### config.mk
export PLATFORM = sky130hd
export DESIGN_NAME = mem_port_arbiter
export DESIGN_NICKNAME = d
export VERILOG_FILES = /design/src/rtl/mem_port_arbiter.sv
export SDC_FILE = /design/constraint.sdc
export NUM_CORES = 1
export LEC_CHECK = 0
export ABC_CLOCK_PERIOD_IN_PS = 2600
export BUFFER_PORTS_ARGS = -buffer_cell sky130_fd_sc_hd__buf_2
export CAP_MARGIN = 20
export CORE_AREA = 2 2 107 109
export DETAILED_ROUTE_END_ITERATION = 12
export DIE_AREA = 0 0 109 111
export GPL_TIMING_DRIVEN = 0
export PLACE_DENSITY_LB_ADDON = 0.15
export SLEW_MARGIN = 20
export SYNTH_ARGS = -nofsm -noshare
export SYNTH_HDL_FRONTEND = slang
export SYNTH_SLANG_ARGS = --single-unit
### constraint.sdc
create_clock -name clk -period 2.6 [get_ports clk]
set_input_delay 0.52 -clock clk [delete_from_list [all_inputs] [get_ports clk]]
set_output_delay 0.52 -clock clk [all_outputs]
set_load 0.02 [all_outputs]
### src/rtl/mem_port_arbiter.sv
// mem_port_arbiter: shares one external memory port between the fetch stage (I)
// and the memory-access stage (D). One bus transaction at a time through
// IDLE -> REQ -> RESP, with stall reporting to the hazard logic and
// flush-based cancellation of an in-flight fetch.
// Optional build macro: ARB_FAIR_EN (alternating grant when both stages request).
module mem_port_arbiter #(
    parameter int ADDR_W = 32,
    parameter int DATA_W = 32
) (
    input  logic              clk,
    input  logic              rstN,
    input  logic              iReq,
    input  logic [ADDR_W-1:0] iAddr,
    output logic [DATA_W-1:0] iRdata,
    output logic              iValid,
    input  logic              flushI,
    input  logic              dReq,
    input  logic              dWe,
    input  logic [3:0]        dBe,
    input  logic [ADDR_W-1:0] dAddr,
    input  logic [DATA_W-1:0] dWdata,
    output logic [DATA_W-1:0] dRdata,
    output logic              dValid,
    output logic              busReq,
    output logic              busWe,
    output logic [3:0]        busBe,
    output logic [ADDR_W-1:0] busAddr,
    output logic [DATA_W-1:0] busWdata,
    input  logic              busGnt,
    input  logic              busRvalid,
    input  logic [DATA_W-1:0] busRdata,
    output logic              stallF,
    output logic              stallM
);

    typedef enum logic [1:0] {S_IDLE, S_REQ, S_RESP} state_t;
    typedef enum logic {OWN_I, OWN_D} owner_t;

    state_t              state_q, state_d;
    owner_t              owner_q, owner_d;
    owner_t              last_owner_q, last_owner_d;
    logic                drop_q, drop_d;
    logic                bus_req_q, bus_req_d;
    logic                bus_we_q, bus_we_d;
    logic [3:0]          bus_be_q, bus_be_d;
    logic [ADDR_W-1:0]   bus_addr_q, bus_addr_d;
    logic [DATA_W-1:0]   bus_wdata_q, bus_wdata_d;

    logic                i_live;
    logic                pick_d;

    // Grant selection: a flushed fetch never competes for the bus.
    always_comb begin
        i_live = iReq & ~flushI;
`ifdef ARB_FAIR_EN
        pick_d = dReq & (~i_live | (last_owner_q == OWN_I));
`else
        pick_d = dReq;
`endif
    end

    // Next-state logic for the FSM, ownership, drop flag and bus command.
    always_comb begin
        state_d      = state_q;
        owner_d      = owner_q;
        last_owner_d = last_owner_q;
        drop_d       = drop_q;
        bus_req_d    = bus_req_q;
        bus_we_d     = bus_we_q;
        bus_be_d     = bus_be_q;
        bus_addr_d   = bus_addr_q;
        bus_wdata_d  = bus_wdata_q;
        case (state_q)
            S_IDLE: begin
                if (pick_d) begin
                    owner_d     = OWN_D;
                    bus_we_d    = dWe;
                    bus_be_d    = dBe;
                    bus_addr_d  = dAddr;
                    bus_wdata_d = dWdata;
                    drop_d      = 1'b0;
                    bus_req_d   = 1'b1;
                    state_d     = S_REQ;
                end else if (i_live) begin
                    owner_d     = OWN_I;
                    bus_we_d    = 1'b0;
                    bus_be_d    = 4'hF;
                    bus_addr_d  = iAddr;
                    bus_wdata_d = '0;
                    drop_d      = 1'b0;
                    bus_req_d   = 1'b1;
                    state_d     = S_REQ;
                end
            end
            S_REQ: begin
                if (flushI && owner_q == OWN_I) begin
                    drop_d = 1'b1;
                end
                if (busGnt) begin
                    bus_req_d = 1'b0;
                    state_d   = S_RESP;
                end
            end
            S_RESP: begin
                // Leaving RESP clears drop even if a flush arrives in the same cycle.
                if (busRvalid) begin
                    last_owner_d = owner_q;
                    drop_d       = 1'b0;
                    state_d      = S_IDLE;
                end else if (flushI && owner_q == OWN_I) begin
                    drop_d = 1'b1;
                end
            end
            default: begin
                bus_req_d = 1'b0;
                state_d   = S_IDLE;
            end
        endcase
    end

    // State and bus command registers with synchronous active-low reset.
    always_ff @(posedge clk) begin
        if (!rstN) begin
            state_q      <= S_IDLE;
            owner_q      <= OWN_D;
            last_owner_q <= OWN_I;
            drop_q       <= 1'b0;
            bus_req_q    <= 1'b0;
            bus_we_q     <= 1'b0;
            bus_be_q     <= '0;
            bus_addr_q   <= '0;
            bus_wdata_q  <= '0;
        end else begin
            state_q      <= state_d;
            owner_q      <= owner_d;
            last_owner_q <= last_owner_d;
            drop_q       <= drop_d;
            bus_req_q    <= bus_req_d;
            bus_we_q     <= bus_we_d;
            bus_be_q     <= bus_be_d;
            bus_addr_q   <= bus_addr_d;
            bus_wdata_q  <= bus_wdata_d;
        end
    end

    // Response delivery and stall reporting, combinational in the response cycle.
    always_comb begin
        iRdata   = busRdata;
        dRdata   = busRdata;
        iValid   = busRvalid & (owner_q == OWN_I) & (state_q == S_RESP) & ~drop_q & ~flushI;
        dValid   = busRvalid & (owner_q == OWN_D) & (state_q == S_RESP);
        stallF   = iReq & ~iValid & ~flushI;
        stallM   = dReq & ~dValid;
        busReq   = bus_req_q;
        busWe    = bus_we_q;
        busBe    = bus_be_q;
        busAddr  = bus_addr_q;
        busWdata = bus_wdata_q;
    end

endmodule

Yosys cells after proc, flatten, opt, wreduce, memory -nomap -nowiden
Index checks and enable logic that the tools add are counted.
{ "totals": {"register_bits": 74, "in_bits": 140, "out_inout_bits": 138, "word_cells": 59} }
{ "op_classes": {"n_eq_ne": 5, "muxes": 22, "bitwise_logic": 16, "n_reduce_logical": 8} }
{ "op_table": {"columns": ["cell", "n"], "rows": [
  ["two-way mux 32 bit", 4],
  ["bitwise AND 1 bit", 10],
  ["two-way mux 1 bit", 9],
  ["two-way mux 2 bit", 4],
  ["two-way mux 4 bit", 2],
  ["NOT 1 bit", 6],
  ["case mux 1 bit (3 select lines)", 2],
  ["case mux 2 bit (3 select lines)", 1],
  ["AND reduction 3 bit", 2],
  ["!= test 2 bit, second input constant", 2],
  ["AND reduction 2 bit", 2],
  ["!= test 3 bit, second input constant", 1],
  ["nonzero test 3 bit", 1],
  ["== test 2 x 1 -> 1 bit, second input constant", 1],
  ["== test 2 bit, second input constant", 1],
  ["logical NOT 2 bit", 1],
  ["nonzero test 2 bit", 1],
  ["logical AND 1 bit", 1]
]} }

Logic depth before layout (Yosys ltp)
{ "depth": {"ltp_word": 8, "mapped_depth": 6, "mapped_depth_nobuf": 6} }

Worst setup path before layout
Ideal clock, no wire load.
{ "synth_path": {"kind": "register -> output", "from": "register state_q[0]", "to": "output port iValid", "arrival_time_ps": 1288, "slack_ps": 792, "path_stages_with_launch": 5, "cell_sequence": "dfxtp_1 inv_1 ha_1 nand2_1 nor4_1"} }
{ "synth_via": {"elab_chain_len": 4} }
{ "synth_rtl": {"columns": ["element", "line_no", "rtl"], "rows": [
  ["start: declaration", "39", "state_t state_q, state_d;"],
  ["start signal: assignment", "134", "state_q <= state_d;"],
  ["== test 2 bit", null, null],
  ["bitwise AND 1 bit (3 in series)", "150", "iValid = busRvalid & (owner_q == OWN_I) & (state_q == S_RESP) & ~drop_q & ~flushI;"],
  ["end: declaration", "15", "output logic iValid,"]
]} }
No other way between the ends.

Worst setup path after layout
Same ends and word-level chain as after synthesis.

==> flow_summary.yaml <==
setup_path:
  crit_family: "flip-flops"
  cell_by_cell_listing_of_the_critical_path: "inv_1 -> ha_1 -> nand2_1 -> nor4_1 -> buf_2"
  criticalPathCategory: "reg -> out"
  cp.arrival_ps: 1490
  required_ps: 2080
  worstSetupStartpoint: "state_q[0]$_SDFFE_PN0P_"
  largest_stage_delay_on_the_critical_path_ps: 330
  worstPathBufferInverterCount: 2
  critical-path-slowest-cell: "dfxtp_1"
  start_kind: "flop"
  endpoint_kind: "primary output"
  worstReg2RegStart: "state_q[1]$_SDFFE_PN0P_"
  crit_path_max_fanout: 5
clocking:
  cts_sinks: 74
  cts_made_buffers: 9
  clockRootBuffer: "clkbuf_16"
  clock_tree_from_tritoncts: "done"
  clkSlewWorstSetupHoldPaths_ps: 60
  cts.repair_timing.setup_buffer_count: 0
  cts_hold_buffers: 0
  clock_insertion_delay_worst_skew_ps: 330
  cts.repair.resized: 0
  max-clock-path-buffers: 2
  ctsHtreeMaxLevel: 3
synthesis:
  yosysWarnings: 0
  postSynthRegisterBits: 74
  postSynthAreaPerCell_sq_um: 9.20
  synth_top_area_share_pct: 39.6
  yosysSeqAreaShare_pct: 39.6
  post_synth_num_cell_types: 31
  ys_top_cells_by_area: "dfxtp_1 40%, buf_4 14%, mux2i_1 8.8%, o211a_1 8.6%, nand2_1 6.9%"
  largest_area_contributor_in_the_netlist: "dfxtp_1"
  synthFlopType: "dfxtp_1"
  yosys-top-cells-count: "74 x dfxtp_1, 69 x buf_4, 69 x nand2_1"
  synth.net_count: 551
  number_of_synthesized_flops_with_an_enable_pin: 0
  post_synth_inst_count: 407
  synthesis.area_sq_mm: 0.00374
  async_reset_ff_share_pct: 0
  synth_most_common_cell: "dfxtp_1"
power_and_ir_drop:
  cellLeakagePower_nw: 3.11
  ir_worst_vdd_uv: 355
  power_per_cell_area_mw_per_mm2: 732
timing:
  worstMarginPinSlew_ps: 546
  setup-violations-final: 0
  timing.final.crit_period_ps: 2010
  fin_crit_sh_pct: 77.4
  timing.setup.tns_ps: 0
  slew-limit-headroom_pct: 63.6
  fin_worst_hold_slack_ps: 447
  finalClockSkew_ps: 5.82
  max_clock_freq_ghz: 0.497
  final_hold_viol_count: 0
  max_transition_viols_final: 0
  grt_setup_unrepaired: "no"
layout:
  finalNetCount: 805
  final_design_area_no_fill_sq_mm: 0.00549
  fill_cells: 1119
  area.growth.synth_to_final_pct: 46.7
  num_antenna_cells: 0
  multi_input_area_sq_mm: 0.00161
  drive_above_1_share_pct: 52.6
  sequential_cell_area_sq_mm: 0.00148
detailed_routing:
  vias: 3705
  post_drt_wl_per_cell_um: 13.7
  drt-total-wl_um: 11100
  postRouteAntennaNets: 0
  drt_pre_antenna_iters: 4
  drt_drc_violations_left: 0
  initialDrtViolationCount: 102
  detail_route.vias_per_cell: 4.58
die:
  core_area_sq_mm: 0.0111
  die_height_um: 111
  initial_core_util_pct: 33.8
  boundaryPins: 278
  std_cell_rows: 39
  die_area_sq_mm: 0.0121
  dieWidth_um: 109
global_route:
  grt_remaining_overflow: 0
  grt_start_max_net_pins: 14
  grt_util_all_layers_pct: 17.7
  first_pass_grt_wire_length_um: 16800
  grt_antenna_before_repair: 0
  grt_pass1_vias: 3540
outcome:
  outcome: "completed"
placement:
  gp_congestion: 0.765
  detailed_place_hpwl_um: 8660
  placed_area_sq_mm: 0.00514
  place.port_buffers: 243
flow_run:
  max_cap_violations: 0
worst_hold_path:
  hold_path_class: "reg -> reg"
  hp-start: "busWdata[28]$_SDFFE_PN0P_"
final timing paths:
| path | to | slack (ps) | depth (start not counted) |
|---|---|---|---|
| setup / recovery | iValid | 590 | 5 |
| hold reg to reg | busWdata[28]$_SDFFE_PN0P_ | 450 | 2 |
| setup reg to reg | busAddr[28]$_SDFFE_PN0P_ | 980 | 6 |
| hold / removal | busWdata[28]$_SDFFE_PN0P_ | 450 | 2 |
cells by family (layout without fill, tap and decap cells):
logic type / Yosys count / after routing / synth area share [%]
adders and majority gates: 4 / 4 / 1.34
buffers and inverters: 97 / 356 / 17.5
AOI/OAI and AO/OA: 78 / 78 / 18.5
muxes: 33 / 33 / 8.82
and+or+nand+nor: 121 / 121 / 14.3
DFF: 74 / 74 / 39.6
final cells by class:
cell class                      instances  share of cell area (%)
Multi-Input combinational cell        236                    29.3
Sequential cell                        74                    27.0
Timing Repair Buffer                  243                    22.1
Buffer                                 94                    11.7
Clock buffer                           10                    4.35
Tap cell                              143                    3.26
Clock inverter                          6                    2.07
Inverter                                3                   0.205
flip-flops by register name, summed over array words and instances (netlist names):
signal,count
state_q,2
busReq,1
busBe,4
owner_q,1
busWe,1
drop_q,1
busAddr,32
busWdata,32
power by group:
part,switching [mW],internal (mW),total [mW]
clock network,0.502,0.965,1.47
logic,0.697,0.484,1.18
registers,0.0792,1.29,1.37
total,1.28,2.74,4.02
worst min-delay path, stage by stage (launching register included):
cell,delay [ps]
dfxtp_1,300
nand2_1,50
a21boi_1,50
layer usage:
layer  vias up  global-route usage [%]  wire length [um]
met5         -                       0                 0
met1      1678                    21.0              4630
met2       170                    30.0              5270
met4         0                    6.07               167
met3        13                    5.00               995
li1       1844                       -                 -
metrics by stage:
step                power (mW)  utilization (%)  worst slack [ps]  std cells
floorplan                 2.17                -               792        407
global placement          2.58             46.4               865        793
detailed placement        2.59             46.4               853        793
CTS                       4.06             49.6               554        809
global route              4.21             49.6               462        809
finish                    4.02             49.6               587        809
cell usage in the layout (no fill, tap or decap):
master / n
a211oi_1: 1
a21boi_0: 24
a21boi_1: 9
a21boi_2: 1
a31oi_1: 1
and3_1: 1
buf_2: 257
buf_4: 69
buf_6: 2
bufinv_16: 3
clkbuf_1: 9
clkbuf_16: 9
clkbuf_8: 1
clkinv_4: 1
clkinvlp_4: 2
dfxtp_1: 74
ha_1: 4
inv_1: 2
inv_2: 1
mux2i_1: 33
nand2_1: 69
nand2b_4: 1
nand3_1: 35
nor2_1: 5
nor2b_1: 5
nor3_1: 2
nor3b_1: 1
nor4_1: 1
o211a_1: 32
o21a_1: 1
o21ai_0: 2
o21ai_4: 1
o221a_1: 4
o221a_2: 1
o31a_1: 1
or2_2: 1
No activity file was read; power rests on OpenSTA's default activity.
